### src/rtl/nvme_pkg.sv
// Shared types for the NVMe action-side AXI-Lite register master.
// Holds the transaction FSM state encoding and the AXI response codes.
package nvme_pkg;

    typedef enum logic [2:0] {
        IDLE    = 3'd0,
        WR_REQ  = 3'd1,
        WR_RESP = 3'd2,
        RD_REQ  = 3'd3,
        RD_RESP = 3'd4,
        DRAIN   = 3'd5
    } state_e;

    localparam logic [1:0] RESP_OKAY   = 2'b00;
    localparam logic [1:0] RESP_SLVERR = 2'b10;
    localparam logic [1:0] RESP_DECERR = 2'b11;

endpackage

### src/rtl/nvme_action_lite_master.sv
// Single-outstanding AXI-Lite master that turns action register requests into
// AXI-Lite reads/writes, with a watchdog that completes stuck transactions.
`ifndef HOST_ADDR_BITS
`define HOST_ADDR_BITS 64
`endif

module nvme_action_lite_master
    import nvme_pkg::*;
#(
    parameter int ADDR_BITS      = `HOST_ADDR_BITS,
    parameter int TIMEOUT_CYCLES = 1024
) (
    input  logic                 axi_aclk,
    input  logic                 axi_aresetn,

    input  logic                 req_valid,
    output logic                 req_ready,
    input  logic                 req_write,
    input  logic [ADDR_BITS-1:0] req_addr,
    input  logic [31:0]          req_wdata,

    output logic                 rsp_valid,
    output logic [31:0]          rsp_rdata,
    output logic [1:0]           rsp_resp,

    output logic [ADDR_BITS-1:0] host_m_axi_awaddr,
    output logic                 host_m_axi_awvalid,
    input  logic                 host_m_axi_awready,
    output logic [31:0]          host_m_axi_wdata,
    output logic [3:0]           host_m_axi_wstrb,
    output logic                 host_m_axi_wvalid,
    input  logic                 host_m_axi_wready,
    input  logic [1:0]           host_m_axi_bresp,
    input  logic                 host_m_axi_bvalid,
    output logic                 host_m_axi_bready,
    output logic [ADDR_BITS-1:0] host_m_axi_araddr,
    output logic                 host_m_axi_arvalid,
    input  logic                 host_m_axi_arready,
    input  logic [31:0]          host_m_axi_rdata,
    input  logic [1:0]           host_m_axi_rresp,
    input  logic                 host_m_axi_rvalid,
    output logic                 host_m_axi_rready
);

    localparam int CNT_BITS = $clog2(TIMEOUT_CYCLES + 1);

    state_e              state;
    logic [CNT_BITS-1:0] cnt;
    logic                is_write;

    logic aw_hs, w_hs, b_hs, ar_hs, r_hs;
    logic busy, done_hs, timeout_hit;

    assign aw_hs = host_m_axi_awvalid && host_m_axi_awready;
    assign w_hs  = host_m_axi_wvalid  && host_m_axi_wready;
    assign b_hs  = host_m_axi_bvalid  && host_m_axi_bready;
    assign ar_hs = host_m_axi_arvalid && host_m_axi_arready;
    assign r_hs  = host_m_axi_rvalid  && host_m_axi_rready;

    assign busy        = state inside {WR_REQ, WR_RESP, RD_REQ, RD_RESP};
    assign done_hs     = (state == WR_RESP && b_hs) || (state == RD_RESP && r_hs);
    // cnt equals the number of edges since acceptance, so firing at T-1 puts the pulse in cycle T.
    assign timeout_hit = (cnt == CNT_BITS'(TIMEOUT_CYCLES - 1));

    assign host_m_axi_wstrb = 4'hF;

    always_ff @(posedge axi_aclk or negedge axi_aresetn) begin
        if (!axi_aresetn) begin
            state              <= IDLE;
            cnt                <= '0;
            is_write           <= 1'b0;
            req_ready          <= 1'b0;
            rsp_valid          <= 1'b0;
            rsp_rdata          <= '0;
            rsp_resp           <= RESP_OKAY;
            host_m_axi_awaddr  <= '0;
            host_m_axi_awvalid <= 1'b0;
            host_m_axi_wdata   <= '0;
            host_m_axi_wvalid  <= 1'b0;
            host_m_axi_bready  <= 1'b0;
            host_m_axi_araddr  <= '0;
            host_m_axi_arvalid <= 1'b0;
            host_m_axi_rready  <= 1'b0;
        end else begin
            // NOTE: non-blocking assignments throughout; a later assignment in
            // this block overrides an earlier one, which the timeout path relies on.
            rsp_valid <= 1'b0;
            if (busy)  cnt                <= cnt + CNT_BITS'(1);
            if (aw_hs) host_m_axi_awvalid <= 1'b0;
            if (w_hs)  host_m_axi_wvalid  <= 1'b0;
            if (ar_hs) host_m_axi_arvalid <= 1'b0;

            case (state)
                IDLE: begin
                    if (req_valid && req_ready) begin
                        req_ready <= 1'b0;
                        cnt       <= CNT_BITS'(1);
                        is_write  <= req_write;
                        if (req_write) begin
                            host_m_axi_awaddr  <= req_addr;
                            host_m_axi_wdata   <= req_wdata;
                            host_m_axi_awvalid <= 1'b1;
                            host_m_axi_wvalid  <= 1'b1;
                            state              <= WR_REQ;
                        end else begin
                            host_m_axi_araddr  <= req_addr;
                            host_m_axi_arvalid <= 1'b1;
                            state              <= RD_REQ;
                        end
                    end else begin
                        req_ready <= 1'b1;
                    end
                end
                WR_REQ: begin
                    if ((aw_hs || !host_m_axi_awvalid) && (w_hs || !host_m_axi_wvalid)) begin
                        state             <= WR_RESP;
                        host_m_axi_bready <= 1'b1;
                    end
                end
                RD_REQ: begin
                    if (ar_hs) begin
                        state             <= RD_RESP;
                        host_m_axi_rready <= 1'b1;
                    end
                end
                WR_RESP, RD_RESP: begin
                    if (done_hs) begin
                        rsp_valid         <= 1'b1;
                        rsp_resp          <= is_write ? host_m_axi_bresp : host_m_axi_rresp;
                        rsp_rdata         <= is_write ? 32'h0 : host_m_axi_rdata;
                        state             <= IDLE;
                        cnt               <= '0;
                        host_m_axi_bready <= 1'b0;
                        host_m_axi_rready <= 1'b0;
                    end
                end
                DRAIN: begin
                    // The late response is swallowed; the requester already saw the timeout.
                    if (is_write ? b_hs : r_hs) begin
                        state             <= IDLE;
                        req_ready         <= 1'b1;
                        host_m_axi_bready <= 1'b0;
                        host_m_axi_rready <= 1'b0;
                    end
                end
                default: state <= IDLE;
            endcase

            if (busy && timeout_hit && !done_hs) begin
                rsp_valid         <= 1'b1;
                rsp_resp          <= RESP_DECERR;
                rsp_rdata         <= '0;
                state             <= DRAIN;
                cnt               <= '0;
                host_m_axi_bready <= 1'b1;
                host_m_axi_rready <= 1'b1;
            end
        end
    end

endmodule

### config.mk
export PLATFORM = sky130hd
export DESIGN_NAME = nvme_action_lite_master
export DESIGN_NICKNAME = d
export VERILOG_FILES = /design/src/rtl/nvme_pkg.sv /design/src/rtl/nvme_action_lite_master.sv
export SDC_FILE = /design/constraint.sdc
export NUM_CORES = 1
export LEC_CHECK = 0
export BUFFER_PORTS_ARGS = -buffer_cell sky130_fd_sc_hd__buf_2
export CAP_MARGIN = 20
export CORE_ASPECT_RATIO = 0.75
export CORE_MARGIN = 2
export CORE_UTILIZATION = 50
export CTS_BUF_LIST = sky130_fd_sc_hd__clkbuf_2 sky130_fd_sc_hd__clkbuf_4 sky130_fd_sc_hd__clkbuf_8
export DETAILED_ROUTE_END_ITERATION = 7
export GPL_TIMING_DRIVEN = 0
export MAX_ROUTING_LAYER = met4
export PLACE_DENSITY = 0.82
export SYNTH_ARGS = -nofsm -noshare
export SYNTH_HDL_FRONTEND = slang
export SYNTH_SLANG_ARGS = --single-unit
### constraint.sdc
create_clock -name axi_aclk -period 1.9 [get_ports axi_aclk]
set_input_delay 0.38 -clock axi_aclk [delete_from_list [all_inputs] [get_ports axi_aclk]]
set_output_delay 0.38 -clock axi_aclk [all_outputs]
set_load 0.02 [all_outputs]
==> Word-level counts from Yosys, hierarchy flattened <==
Index checks and enable logic that the tools add are counted.
{ "word_totals": {"reg_bits": 216, "latchBits": 0, "ram_bits": 0, "romBits": 0, "in_bits": 141, "out_inout_bits": 205, "wordCells": 110, "memories": 0} }
{ "op_classes": {"n_addsub": 1, "multipliers": 0, "n_div": 0, "magnitude_cmp": 0, "eq_ne": 12, "shifts": 0, "muxes": 48, "bitwise": 1, "reduce_logical": 33} }
{ "op_table": {"columns": ["op", "n"], "rows": [
  ["$mux 32", 4],
  ["$mux 11", 4],
  ["$mux 1", 24],
  ["$pmux 11 s2", 1],
  ["$mux 3", 6],
  ["$pmux 3 s5", 1],
  ["$reduce_bool 4->1", 3],
  ["$add 11x1->11 const B", 1],
  ["$eq 11x10->1 const B", 1],
  ["$logic_and 1x1->1", 11],
  ["$mux 2", 5],
  ["$ne 3x3->1 const B", 3],
  ["$reduce_and 4->1", 2],
  ["$eq 3x2->1 const B", 2],
  ["$eq 3x3->1 const B", 2],
  ["$pmux 1 s3", 2],
  ["$reduce_and 2->1", 3],
  ["$reduce_and 3->1", 2],
  ["$reduce_bool 2->1", 3],
  ["$reduce_and 5->1", 1],
  ["$eq 3x1->1 const B", 1],
  ["$logic_not 1->1", 3],
  ["$logic_not 3->1", 1],
  ["$logic_or 1x1->1", 3],
  ["other kinds (6)", 6]
]} }

==> Longest topological paths before layout <==
{ "logic_depth": {"ltp_word": 7, "mapped_depth": 7, "mapped_depth_nobuf": 6} }

==> Worst setup path after synthesis <==
OpenSTA, ideal clock, no wires.
{ "synth_path": {"path_type": "register -> register", "from": "reg state[1]", "to": "reg host_m_axi_araddr[3]", "setup_ps": 125, "arrival_time_ps": 1576, "required_time_ps": 1775, "path_slack_ps": 199, "path_stages_with_launch": 7, "path_buffers": 2, "period_less_slack_ps": 1701, "cell_sequence": "dfrtp_1 -> buf_6 -> and3b_1 -> nand2_1 -> nor2_4 -> buf_4 -> mux2_2"} }
{ "synth_between": {"elab_chain_cells": 2} }
{ "synth_rtl": {"columns": ["element", "line", "rtl"], "rows": [
  ["from (decl)", "nvme_action_lite_master.sv:47", "state_e state;"],
  ["from (signal assigned)", "nvme_action_lite_master.sv:69", "state <= IDLE;"],
  ["from (signal assigned)", "nvme_action_lite_master.sv:104", "state <= WR_REQ;"],
  ["from (signal assigned)", "nvme_action_lite_master.sv:108", "state <= RD_REQ;"],
  ["$logic_not 3->1", "nvme_action_lite_master.sv:93", "case (state)"],
  ["$reduce_and 3->1 (no line)", null, null],
  ["to (signal assigned)", "nvme_action_lite_master.sv:106", "host_m_axi_araddr <= req_addr;"],
  ["to (decl)", "nvme_action_lite_master.sv:36", "output logic [ADDR_BITS-1:0] host_m_axi_araddr,"]
]} }
Every way passes these cells.
A chain may end at the register's enable or synchronous reset.

==> Worst setup path after layout <==
{ "layout_path": {"from": "reg state[1]", "to": "reg host_m_axi_wdata[5]"} }
{ "layout_between": {"elab_chain_cells": 2} }
{ "layout_rtl": {"columns": ["element", "line", "rtl"], "rows": [
  ["$logic_not 3->1", "nvme_action_lite_master.sv:93", null],
  ["$reduce_and 3->1 (no line)", null, null],
  ["to (signal assigned)", "nvme_action_lite_master.sv:101", "host_m_axi_wdata <= req_wdata;"],
  ["to (decl)", "nvme_action_lite_master.sv:29", "output logic [31:0] host_m_axi_wdata,"]
]} }
Every way passes these cells.

==> flow_summary.yaml <==
synthesis:
  seq_area_frac_synth_pct: 63.4
  synth_seq_cells: 216
  synthFlopType: "dfrtp_1"
  synth_enable_flop_cells: 0
  synth_warnings: 0
  async_reset_ff_share_pct: 100
  ys_types: 52
  netlist_instances: 565
  syn-mean-instance-area_um2: 15.1
  synthesis.area_um2: 8520
setup_path:
  reg2reg_to: "host_m_axi_wdata[5]"
  crit_fanout: 10
  crit_arrival_ns: 2.23
  critPathLaunchType: "flop"
  cp_top_family: "simple AND/OR/NAND/NOR gates"
  crit_required_ns: 2.28
  path_cells: "buf_6, and3b_2, and2_4, nand2_8, buf_12, buf_12, mux2_2"
  worstRegToRegCells: 7
  worstSetupEndpointType: "flop"
  crit_end: "host_m_axi_wdata[5]"
  worst-setup-path-type: "reg2reg"
  worst-path-stages: 7
  cpPeakStageDelay_ns: 0.39
  critPathBufInv: 3
  critPathMostFrequentCell: "buf_12"
  slowest_stage: "dfrtp_1"
  startpoint: "state[1]"
  r2r_start: "state[1]"
  r2r_setup_slack_ns: 0.04
cts:
  clockBufferDepth: 3
  h-tree-depth: 2
  clk_latency_ns: 0.51
  clock_sinks: 216
  clk_pin_slew_worst_paths_ns: 0.07
  cts_root_buf: "clkbuf_8"
  cts_tree: "done"
  cts_made_buffers: 34
place:
  placed_cell_area_um2: 10500
  gp_congestion: 0.854
  pre_cts_slack_ns: -0.217
  dpl.cell_count: 1124
  dp_hpwl_um: 16100
  port_buffers: 340
routing:
  dr.pass1.iters: 4
  drt_wl_total_um: 22300
  drt_iter0_markers: 346
  via_count: 6150
  via_per_inst: 5.15
  post_drt_wl_per_cell_um: 18.6
  drc_errors: 0
  ant_nets: 0
finish:
  design_area_um2: 11500
  drive_above_1_share_pct: 62.2
  final_cell_mix: "344 x buf_2, 216 x dfrtp_1, 155 x mux2_2"
  nets: 1096
  regArea_um2: 5410
  fill_cells: 1196
  multiInputGateArea_um2: 2880
  syn2layout_area_growth_pct: 34.8
  final_common_cell: "buf_2"
  finalNonFillerCells: 1194
worst_hold_path:
  min_path_type: "in2reg"
sta:
  setup_tns_ns: 0
  clock-skew-final_ns: 0.0313
  tightest_slew_ns: 0.760
  timing.hold.ws_ns: 0.0907
  maxSlewViolCount: 0
  hold_violations: 0
  relSlewSlack_pct: 49.3
  post-route-period-util_pct: 97.7
  fin_ws_ns: 0.0439
  setup_viol: 0
  fmax_ghz: 0.539
  post-route-min-period_ns: 1.86
  rsz0062_at_grt: "yes"
global_route:
  grt_pass1_vias: 6275
  antenna_found_initial: 3
  grt_use_total_pct: 24.7
  grt_max_degree: 119
  grt_pass1_wl_um: 33500
  grt-ovfl-total: 0
floorplanning:
  die_area_um2: 18100
  row_count: 41
  die_w_um: 155
  die_h_um: 117
  num_io_pins: 346
  core_area_um2: 16800
  initial_core_util_pct: 50.8
outcome:
  status: "complete, no violations"
run:
  maxCapViolCount: 0
pwr:
  power.leakage_nw: 5.77
  peakVddDrop_mv: 1.14
  cellPowerDensity_nw_per_um2: 1850
-- repair_timing --
item                                    CTS  global route
buffers inserted                          4             5
gates resized for setup                  10            21
hold endpoints to repair                 98             0
hold buffers                              1             0
pin swaps                                 3             3
endpoints found under the setup margin  158           132
-- flip-flops by register name, summed over array words and instances (netlist names), 2 cells and up --
register / flops
rsp_rdata: 32
state: 3
host_m_axi_araddr: 64
host_m_axi_wdata: 32
cnt: 11
rsp_resp: 2
host_m_axi_awaddr: 64
-- cell type report --
class	instances	share of cell area [%]
Clock buffer	55	6.04
Sequential cell	216	47.0
Inverter	7	0.229
Antenna cell	3	0.0653
Multi-Input combinational cell	310	25.0
Buffer	34	2.93
Timing Repair Buffer	351	15.9
Clock inverter	3	0.370
Tap cell	215	2.34
-- through the flow --
| step | util (%) | power, mW |
|---|---|---|
| after CTS | 67.7 | 21.4 |
| final | 68.5 | 21.3 |
| after detailed placement | 62.8 | 17.0 |
| after global routing | 68.5 | 22.5 |
| after global placement | 62.6 | 16.7 |
| after floorplan | - | 13.6 |
-- power breakdown --
part	switching, mW	total [mW]	internal, mW
sequential	1.11	7.86	6.75
clock	1.77	4.21	2.44
combinational	5.32	9.21	3.89
total	8.20	21.3	13.1
-- cells in the mapped netlist (2+ instances only) --
cell	n	area, um2
clkbuf_1	4	15.0
a2bb2oi_1	2	17.5
a22o_1	32	280
nor2b_1	4	25.0
nand4b_1	2	17.5
o21ai_0	10	50.1
dfrtp_1	216	5410
inv_1	7	26.3
nand3_1	8	40.0
mux2_1	5	56.3
nand4_1	3	18.8
nor3_2	2	20.0
a211o_1	2	17.5
and2_1	2	12.5
nor3_1	2	10.0
o211ai_1	2	15.0
a21o_1	3	22.5
buf_2	11	55.1
buf_6	9	101
nor2_1	16	60.1
or3_1	2	12.5
buf_4	11	82.6
mux2i_1	4	40.0
nand2_1	13	48.8
mux2_2	155	1750
a21oi_1	6	30.0
xor2_1	3	26.3
xnor2_1	5	43.8
-- worst register-to-register path: stages, from the launching register on --
cell and delay [ns]:
dfrtp_1 0.39, buf_6 0.14, and3b_2 0.29, and2_4 0.22, nand2_8 0.10, buf_12 0.17
buf_12 0.14, mux2_2 0.28
-- logic make-up (layout without fill, tap and decap cells) --
kind of cell	count (synthesis)	after routing	synth area share, %
buffers and inverters	42	450	3.29
flip-flops	216	216	63.4
other	1	7	0.0440
multiplexers	164	164	21.6
adder cells (fa/ha/maj)	1	1	0.147
AND/OR/NAND/NOR	69	69	4.83
AO/OA/AOI/OAI	64	64	5.82
XOR/XNOR	8	8	0.822
-- layer usage --
metal  up-vias  wire, um  GRT usage [%]
met1      3059      8710           28.5
met4         0       466           8.40
met2       258     11100           41.4
met3        37      1940           8.03
li1       2796         -              -
met5         -         0              -
-- worst min-delay path by stage --
stage                               start               endpoint  slack, ns  cells after the start
detailed placement            axi_aresetn  host_m_axi_awaddr[46]       0.46                      1
global route           host_m_axi_arready     host_m_axi_arvalid       0.07                      2
CTS                   host_m_axi_rdata[1]           rsp_rdata[1]       0.06                      2
finish                host_m_axi_rdata[1]           rsp_rdata[1]       0.09                      2
global placement    host_m_axi_araddr[39]  host_m_axi_araddr[39]       0.46                      1
floorplan                     axi_aresetn                 cnt[0]       0.08                      0
(Power assumes the default switching activity.)
